===== config.mk =====
export PLATFORM = sky130hd
export DESIGN_NAME = serializer_stream_flat
export DESIGN_NICKNAME = d
export VERILOG_FILES = /design/src/rtl/serializer_stream_pkg.sv /design/src/rtl/serializer_stream_if.sv /design/src/rtl/serializer_stream_shift_unit.sv /design/src/rtl/serializer_stream.sv /design/src/flat_wrapper.sv
export SDC_FILE = /design/constraint.sdc
export NUM_CORES = 1
export LEC_CHECK = 0
export ABC_AREA = 1
export CORE_MARGIN = 5
export CORE_UTILIZATION = 60
export DETAILED_ROUTE_END_ITERATION = 8
export PLACE_DENSITY = 0.81
export SYNTH_ARGS = -nofsm -noshare
export SYNTH_HDL_FRONTEND = slang
export SYNTH_SLANG_ARGS = --single-unit

===== constraint.sdc =====
create_clock -name clk_i -period 4 [get_ports clk_i]
set_clock_uncertainty 0.2 [all_clocks]
set_input_delay 1.2 -clock clk_i [delete_from_list [all_inputs] [get_ports clk_i]]
set_output_delay 1.2 -clock clk_i [all_outputs]
set_load 0.005 [all_outputs]

===== src/rtl/serializer_stream_pkg.sv =====
// Shared types and helpers for the streaming bit serializer.
// Length decode turns the raw bit-count modifier into a length and a drop flag.
package serializer_stream_pkg;

   localparam int unsigned DEF_MIN_LEN = 3;

   typedef enum logic {
      IDLE_S,
      SHIFT_S
   } ser_state_t;

   typedef struct packed {
      logic        drop;
      int unsigned len;
   } len_dec_t;

   // A modifier of 0 selects a full word; short non-zero counts are discarded.
   function automatic len_dec_t decode_len(input int unsigned mod,
                                           input int unsigned data_w,
                                           input int unsigned min_len);
      len_dec_t r;
      r.len  = (mod == 0) ? data_w : mod;
      r.drop = (mod != 0) && (mod < min_len);
      return r;
   endfunction

endpackage


===== src/rtl/serializer_stream_if.sv =====
// Word-in / bit-out handshake bundle between the word producer and the serial line driver.
interface serializer_stream_if #(
   parameter int unsigned DATA_W = 16,
   parameter int unsigned MOD_W  = $clog2(DATA_W)
);
   logic [DATA_W-1:0] data_i;
   logic [MOD_W-1:0]  data_mod_i;
   logic              data_val_i;
   logic              busy_o;
   logic              ser_data_o;
   logic              ser_data_val_o;
   logic              ser_ready_i;

   modport master (
      output data_i, data_mod_i, data_val_i, ser_ready_i,
      input  busy_o, ser_data_o, ser_data_val_o
   );

   modport slave (
      input  data_i, data_mod_i, data_val_i, ser_ready_i,
      output busy_o, ser_data_o, ser_data_val_o
   );
endinterface


===== src/rtl/serializer_stream_shift_unit.sv =====
// Shift register plus remaining-bit counter; the head bit is always the serial output.
// Shifting in zeros and clearing on the final bit keeps the output at 0 once idle.
module ser_shift_unit #(
   parameter int unsigned DATA_W    = 16,
   parameter int unsigned MOD_W     = $clog2(DATA_W),
   parameter bit          MSB_FIRST = 1'b1
) (
   input  logic              clk_i,
   input  logic              arst_ni,
   input  logic              load_i,
   input  logic [DATA_W-1:0] word_i,
   input  logic [MOD_W:0]    len_i,
   input  logic              step_i,
   output logic              bit_o,
   output logic              last_o
);
   localparam logic [MOD_W:0] CNT_ONE = {{MOD_W{1'b0}}, 1'b1};

   logic [DATA_W-1:0] sreg_q, sreg_d;
   logic [MOD_W:0]    cnt_q, cnt_d;

   assign last_o = (cnt_q == CNT_ONE);
   assign bit_o  = MSB_FIRST ? sreg_q[DATA_W-1] : sreg_q[0];

   // A load wins over a step so the next word can replace the finishing one.
   always_comb begin
      sreg_d = sreg_q;
      cnt_d  = cnt_q;
      if (load_i) begin
         sreg_d = word_i;
         cnt_d  = len_i;
      end else if (step_i) begin
         if (last_o) begin
            sreg_d = '0;
            cnt_d  = '0;
         end else begin
            sreg_d = MSB_FIRST ? {sreg_q[DATA_W-2:0], 1'b0} : {1'b0, sreg_q[DATA_W-1:1]};
            cnt_d  = cnt_q - CNT_ONE;
         end
      end
   end

   always_ff @(posedge clk_i or negedge arst_ni) begin
      if (!arst_ni) begin
         sreg_q <= '0;
         cnt_q  <= '0;
      end else begin
         sreg_q <= sreg_d;
         cnt_q  <= cnt_d;
      end
   end
endmodule


===== src/rtl/serializer_stream.sv =====
// Parametrised serializer: accept/drop logic, one-word hold stage, busy flag and shifter FSM.
//   state   | meaning
//   IDLE_S  | shifter empty, ser_data_val_o low
//   SHIFT_S | shifter holds a word with at least one bit left
module serializer_stream
   import serializer_stream_pkg::*;
#(
   parameter int unsigned DATA_W    = 16,
   parameter int unsigned MOD_W     = $clog2(DATA_W),
   parameter int unsigned MIN_LEN   = DEF_MIN_LEN,
   parameter bit          MSB_FIRST = 1'b1
) (
   input  logic                clk_i,
   input  logic                arst_ni,
   serializer_stream_if.slave  bus
);
   typedef logic [MOD_W:0] cnt_t;

   ser_state_t        state_q;
   logic              busy_q;
   logic [DATA_W-1:0] hold_data_q;
   cnt_t              hold_len_q;

   len_dec_t          dec;
   cnt_t              in_len;
   logic              accept, keep, xfer, last_bit, last_xfer;
   logic              to_shift, to_hold, reload, load;
   logic [DATA_W-1:0] load_data;
   cnt_t              load_len;
   logic              ser_bit;

   assign dec    = decode_len(32'(bus.data_mod_i), DATA_W, MIN_LEN);
   assign in_len = cnt_t'(dec.len);

   assign accept    = bus.data_val_i & ~busy_q;
   assign keep      = accept & ~dec.drop;
   assign xfer      = (state_q == SHIFT_S) & bus.ser_ready_i;
   assign last_xfer = xfer & last_bit;

   // Accept implies hold is empty, so a finishing shifter can take the new word directly.
   assign to_shift  = keep & ((state_q == IDLE_S) | last_xfer);
   assign to_hold   = keep & ~to_shift;
   assign reload    = last_xfer & busy_q;
   assign load      = to_shift | reload;
   assign load_data = busy_q ? hold_data_q : bus.data_i;
   assign load_len  = busy_q ? hold_len_q  : in_len;

   ser_shift_unit #(
      .DATA_W   (DATA_W),
      .MOD_W    (MOD_W),
      .MSB_FIRST(MSB_FIRST)
   ) u_shift (
      .clk_i  (clk_i),
      .arst_ni(arst_ni),
      .load_i (load),
      .word_i (load_data),
      .len_i  (load_len),
      .step_i (xfer),
      .bit_o  (ser_bit),
      .last_o (last_bit)
   );

   always_ff @(posedge clk_i or negedge arst_ni) begin
      if (!arst_ni) begin
         state_q     <= IDLE_S;
         busy_q      <= 1'b0;
         hold_data_q <= '0;
         hold_len_q  <= '0;
      end else begin
         case (state_q)
            IDLE_S:  if (load) state_q <= SHIFT_S;
            SHIFT_S: if (last_xfer && !load) state_q <= IDLE_S;
            default: state_q <= IDLE_S;
         endcase
         if (to_hold) begin
            hold_data_q <= bus.data_i;
            hold_len_q  <= in_len;
            busy_q      <= 1'b1;
         end else if (reload) begin
            busy_q      <= 1'b0;
         end
      end
   end

   assign bus.busy_o         = busy_q;
   assign bus.ser_data_val_o = (state_q == SHIFT_S);
   assign bus.ser_data_o     = ser_bit;
endmodule


===== src/flat_wrapper.sv =====
// flat-port wrapper written by rule: the top's interface ports become plain ports
module serializer_stream_flat import serializer_stream_pkg::*;
#(
   parameter int unsigned DATA_W    = 16,
   parameter int unsigned MOD_W     = $clog2(DATA_W),
   parameter int unsigned MIN_LEN   = DEF_MIN_LEN,
   parameter bit          MSB_FIRST = 1'b1
)
  (clk_i, arst_ni, bus_data_i, bus_data_mod_i, bus_data_val_i, bus_ser_ready_i, bus_busy_o, bus_ser_data_o, bus_ser_data_val_o);
  serializer_stream_if #(.DATA_W(DATA_W), .MOD_W(MOD_W)) bus_i ();
  input  logic clk_i;
  input  logic arst_ni;
  input wire logic [$bits(bus_i.data_i)-1:0] bus_data_i;
  input wire logic [$bits(bus_i.data_mod_i)-1:0] bus_data_mod_i;
  input wire logic [$bits(bus_i.data_val_i)-1:0] bus_data_val_i;
  input wire logic [$bits(bus_i.ser_ready_i)-1:0] bus_ser_ready_i;
  output wire logic [$bits(bus_i.busy_o)-1:0] bus_busy_o;
  output wire logic [$bits(bus_i.ser_data_o)-1:0] bus_ser_data_o;
  output wire logic [$bits(bus_i.ser_data_val_o)-1:0] bus_ser_data_val_o;
  assign bus_i.data_i = bus_data_i;
  assign bus_i.data_mod_i = bus_data_mod_i;
  assign bus_i.data_val_i = bus_data_val_i;
  assign bus_i.ser_ready_i = bus_ser_ready_i;
  assign bus_busy_o = bus_i.busy_o;
  assign bus_ser_data_o = bus_i.ser_data_o;
  assign bus_ser_data_val_o = bus_i.ser_data_val_o;
  serializer_stream #(.DATA_W(DATA_W), .MOD_W(MOD_W), .MIN_LEN(MIN_LEN), .MSB_FIRST(MSB_FIRST)) u_core (.clk_i(clk_i), .arst_ni(arst_ni), .bus(bus_i));
endmodule

==> results_dict.tcl <==
set metrics [dict create \
    run_status "completed" \
    final-setup-viol-count 0 \
    post-route-util 0.733 \
    syn_area_per_cell_sq_um 7.23 \
    post_cts_hold_buffer_count 0 \
    placedCellCount 388 \
    avgRoutedWirePerCell_um 12.5 \
    tritoncts_num_sinks 44 \
    maxCapViolations 0 \
    critPathLaunchType "input port" \
    via_per_inst 5.22 \
    timing.critical_path.to_type "flop" \
    critical_path_s_slowest_cell "sky130_fd_sc_hd__nand2_2" \
    numPortBuffers 26 \
    grt_antenna_before_repair 0 \
    reg2regPathDepth 9 \
    synth.area.top_cells "sky130_fd_sc_hd__dfrtp_1, sky130_fd_sc_hd__nand2_1, sky130_fd_sc_hd__nand3_1, sky130_fd_sc_hd__o21ai_0, sky130_fd_sc_hd__inv_1" \
    crit_chain "clkdlybuf4s50_1 -> nand2_1 -> inv_2 -> nand3_2 -> nand2_2 -> nand2_2 -> nand3_1 -> o21ai_1" \
    final_hold_viol_count 0 \
    synthMuxAreaShare 0 \
    synth_simple_gate_area_frac 0.327 \
    crit_type "in -> reg" \
    antenna_cells_inserted 0 \
    final.min_clock_period_ns 2.98 \
    tightest_slew_ns 0.957 \
    worstHoldPathCells 2 \
    area_share_of_xor_xnor_cells_in_the_synthesized_design 0.00368 \
    setup_repair_after_global_routing_missed_its_margin "no" \
    area_growth_pct 15.4 \
    tritoncts "done" \
    row_count 22 \
    p_leak_nw 1.43 \
    dpl_cell_area_sq_mm 0.00262 \
    vdd_ir_drop_max_v 0.000388 \
    fill_cells 322 \
    num_vias 2068 \
    min-delay-start "u_core.u_shift.sreg_q[4]" \
    post_cts_setup_buffers 0 \
    final_cell_area_sq_mm 0.00275 \
    die_y_um 73.0 \
    worst_skew_pair.late_latency_ns 0.30 \
    worst-r2r-setup-slack_ns 1.62 \
    coreArea_sq_mm 0.00374 \
    ioPinCount 27 \
    worst-endpoint-arrival_ns 2.94 \
    slew_violations 0 \
    drc_errors 0 \
    gp_congestion 0.792 \
    layout.cells.non_filler 396 \
    cp_most_frequent_cell "sky130_fd_sc_hd__nand2_2" \
    pwr_density_cell_mw_per_mm2 711 \
    synthesized_area_fraction_occupied_by_adder_cells 0.0105 \
    finalNetCount 373 \
    synth_sequential_area_ratio 0.463 \
    first_global_vias 1865 \
    largest_net_degree_at_the_start_of_global_routing 45 \
    cts_bufs_inserted 5 \
    hpwl_um 3390 \
    first_pass_iters 4 \
    critPathMaxStageDelay_ns 0.47 \
    design_power_total_mw 1.95 \
    clock_tree.buffer_depth 2 \
    floorplan.initialDensity 0.636 \
    syn-cell-area_sq_mm 0.00238 \
    global_route_wire_length_before_repair_um 8650 \
    detail_route.wirelength_um 4930 \
    worst_min_delay_path_class "reg -> reg" \
    design.die.area_sq_mm 0.00533 \
    final_min_period_over_clock_period 0.746 \
    max_clock_freq_mhz 335 \
    worst_r2r_startpoint "u_core.u_shift.cnt_q[1]" \
    timing.critical_path.fanout_max 40 \
    synth_cells 329 \
    die_width_um 73.0 \
    synth_top_family_by_area "simple AND/OR/NAND/NOR gates" \
    worst_slew_margin_rel 0.362 \
    yosys.cell_types.count 22 \
    globalRoute.totalOverflow 0 \
    ys_ff_latch 44 \
    setup_total_negative_slack_ns 0 \
    r2r-end "u_core.u_shift.sreg_q[0]" \
    synthesized_area_fraction_occupied_by_ao_oa_aoi_and_oai_cells 0.0978 \
    detail-route-antenna-nets 0 \
    cp.required_ns 3.96 \
    hold_end "u_core.u_shift.sreg_q[4]" \
    groute.usage.overall 0.205 \
    post_cts_resize_count 0 \
    final_layout_size_suffix_gt1_frac 0.0575 \
    synth_top_area_cell "sky130_fd_sc_hd__dfrtp_1" \
    yosysWarningCount 0 \
    syn_nets 355 \
    synth_top_area_share 0.463 \
    clock_pin_slew_worst_setup_and_hold_paths_ns 0.08 \
    cts.root.buffer_cell "sky130_fd_sc_hd__clkbuf_8" \
    drt-initial-drc-count 220 \
    clock_tree.htree_level_count 2 \
]
==> state kept, by name, summed over array words and instances (netlist names) <==
register                   flops
u_core.hold_data_q            16
u_core.u_shift.sreg_q         16
u_core.hold_len_q              5
u_core.u_shift.cnt_q           5
u_core.bus.busy_o              1
u_core.bus.ser_data_val_o      1
==> cell usage after synthesis, drive strengths merged <==
library cell	n
a21oi	3
buf	15
clkbuf	5
dfrtp	44
ha	2
inv	32
nand2	128
nand3	46
nand3b	2
nand4	1
nor2	7
o21a	1
o21ai	42
xor2	1
==> per-layer routing <==
| layer | GRT usage | routed length [um] | up-vias |
|---|---|---|---|
| met1 | 0.309 | 2440 | 950 |
| met3 | 0.0427 | 214 | 9 |
| met4 | 0.0615 | 79 | 0 |
| met2 | 0.296 | 2200 | 38 |
| met5 | 0 | 0 | - |
| li1 | - | - | 1071 |
==> how the worst max path moves through the flow <==
stage,startpoint,cells past startpoint,slack [ns],end
after floorplan,bus_ser_ready_i,8,1.75,u_core.u_shift.cnt_q[0]
after global placement,bus_ser_ready_i,8,0.75,u_core.u_shift.sreg_q[0]
after detailed placement,bus_ser_ready_i,8,0.71,u_core.u_shift.cnt_q[0]
after CTS,u_core.bus.busy_o,2,1.03,bus_busy_o
after global routing,bus_ser_ready_i,8,0.82,u_core.u_shift.sreg_q[0]
final,bus_ser_ready_i,8,1.02,u_core.u_shift.sreg_q[0]
==> critical path, delay by kind of cell <==
family,cells,cell delay (ns)
AOI/OAI and AO/OA,1,0.08
and+or+nand+nor,5,1.13
buffers and inverters,2,0.52
==> report_power, final <==
part	switching [mW]	total (mW)	internal (mW)
logic	0.533	0.839	0.306
clock network	0.147	0.367	0.220
registers	0.100	0.747	0.647
total	0.780	1.95	1.17
==> per-stage QoR <==
stage / hold WS, ns / setup WS (ns)
global placement: 0.273 / 0.754
finish: 0.310 / 1.02
CTS: 0.308 / 1.03
floorplan: 0.253 / 1.75
detailed placement: 0.289 / 0.712
global route: 0.332 / 0.820
==> layout by cell type, fill, tap and decap left out <==
cell type                           n
sky130_fd_sc_hd__nor2_4             1
sky130_fd_sc_hd__inv_1             31
sky130_fd_sc_hd__dfrtp_1           44
sky130_fd_sc_hd__o21ai_1           11
sky130_fd_sc_hd__o21ai_0           31
sky130_fd_sc_hd__ha_1               2
sky130_fd_sc_hd__bufinv_16          1
sky130_fd_sc_hd__nand2_2            2
sky130_fd_sc_hd__buf_2              1
sky130_fd_sc_hd__nand3_2            1
sky130_fd_sc_hd__inv_2              1
sky130_fd_sc_hd__a21oi_1            3
sky130_fd_sc_hd__nand3_1           45
sky130_fd_sc_hd__xor2_1             1
sky130_fd_sc_hd__buf_4              5
sky130_fd_sc_hd__nor2_2             1
sky130_fd_sc_hd__nand2_1          126
sky130_fd_sc_hd__nand3b_1           2
sky130_fd_sc_hd__o21a_1             1
sky130_fd_sc_hd__clkbuf_8           7
sky130_fd_sc_hd__clkdlybuf4s50_1   25
sky130_fd_sc_hd__nand4_1            1
sky130_fd_sc_hd__nor2_1             5
==> cells by family after synthesis <==
| logic type | after synthesis |
|---|---|
| flops | 44 |
| simple gates | 184 |
| fa+ha+maj | 2 |
| compound gates | 46 |
| buf+inv | 52 |
| xor+xnor | 1 |
==> area by class of cell <==
class                           instances  area [sq um]  area share
Clock buffer                            7          96.3      0.0351
Clock inverter                          1          30.0      0.0109
Inverter                               32           120      0.0438
Multi-Input combinational cell        233          1040       0.381
Sequential cell                        44          1100       0.401
Tap cell                               48          60.1      0.0219
Timing Repair Buffer                   31           293       0.107
(Power assumes the default switching activity.)
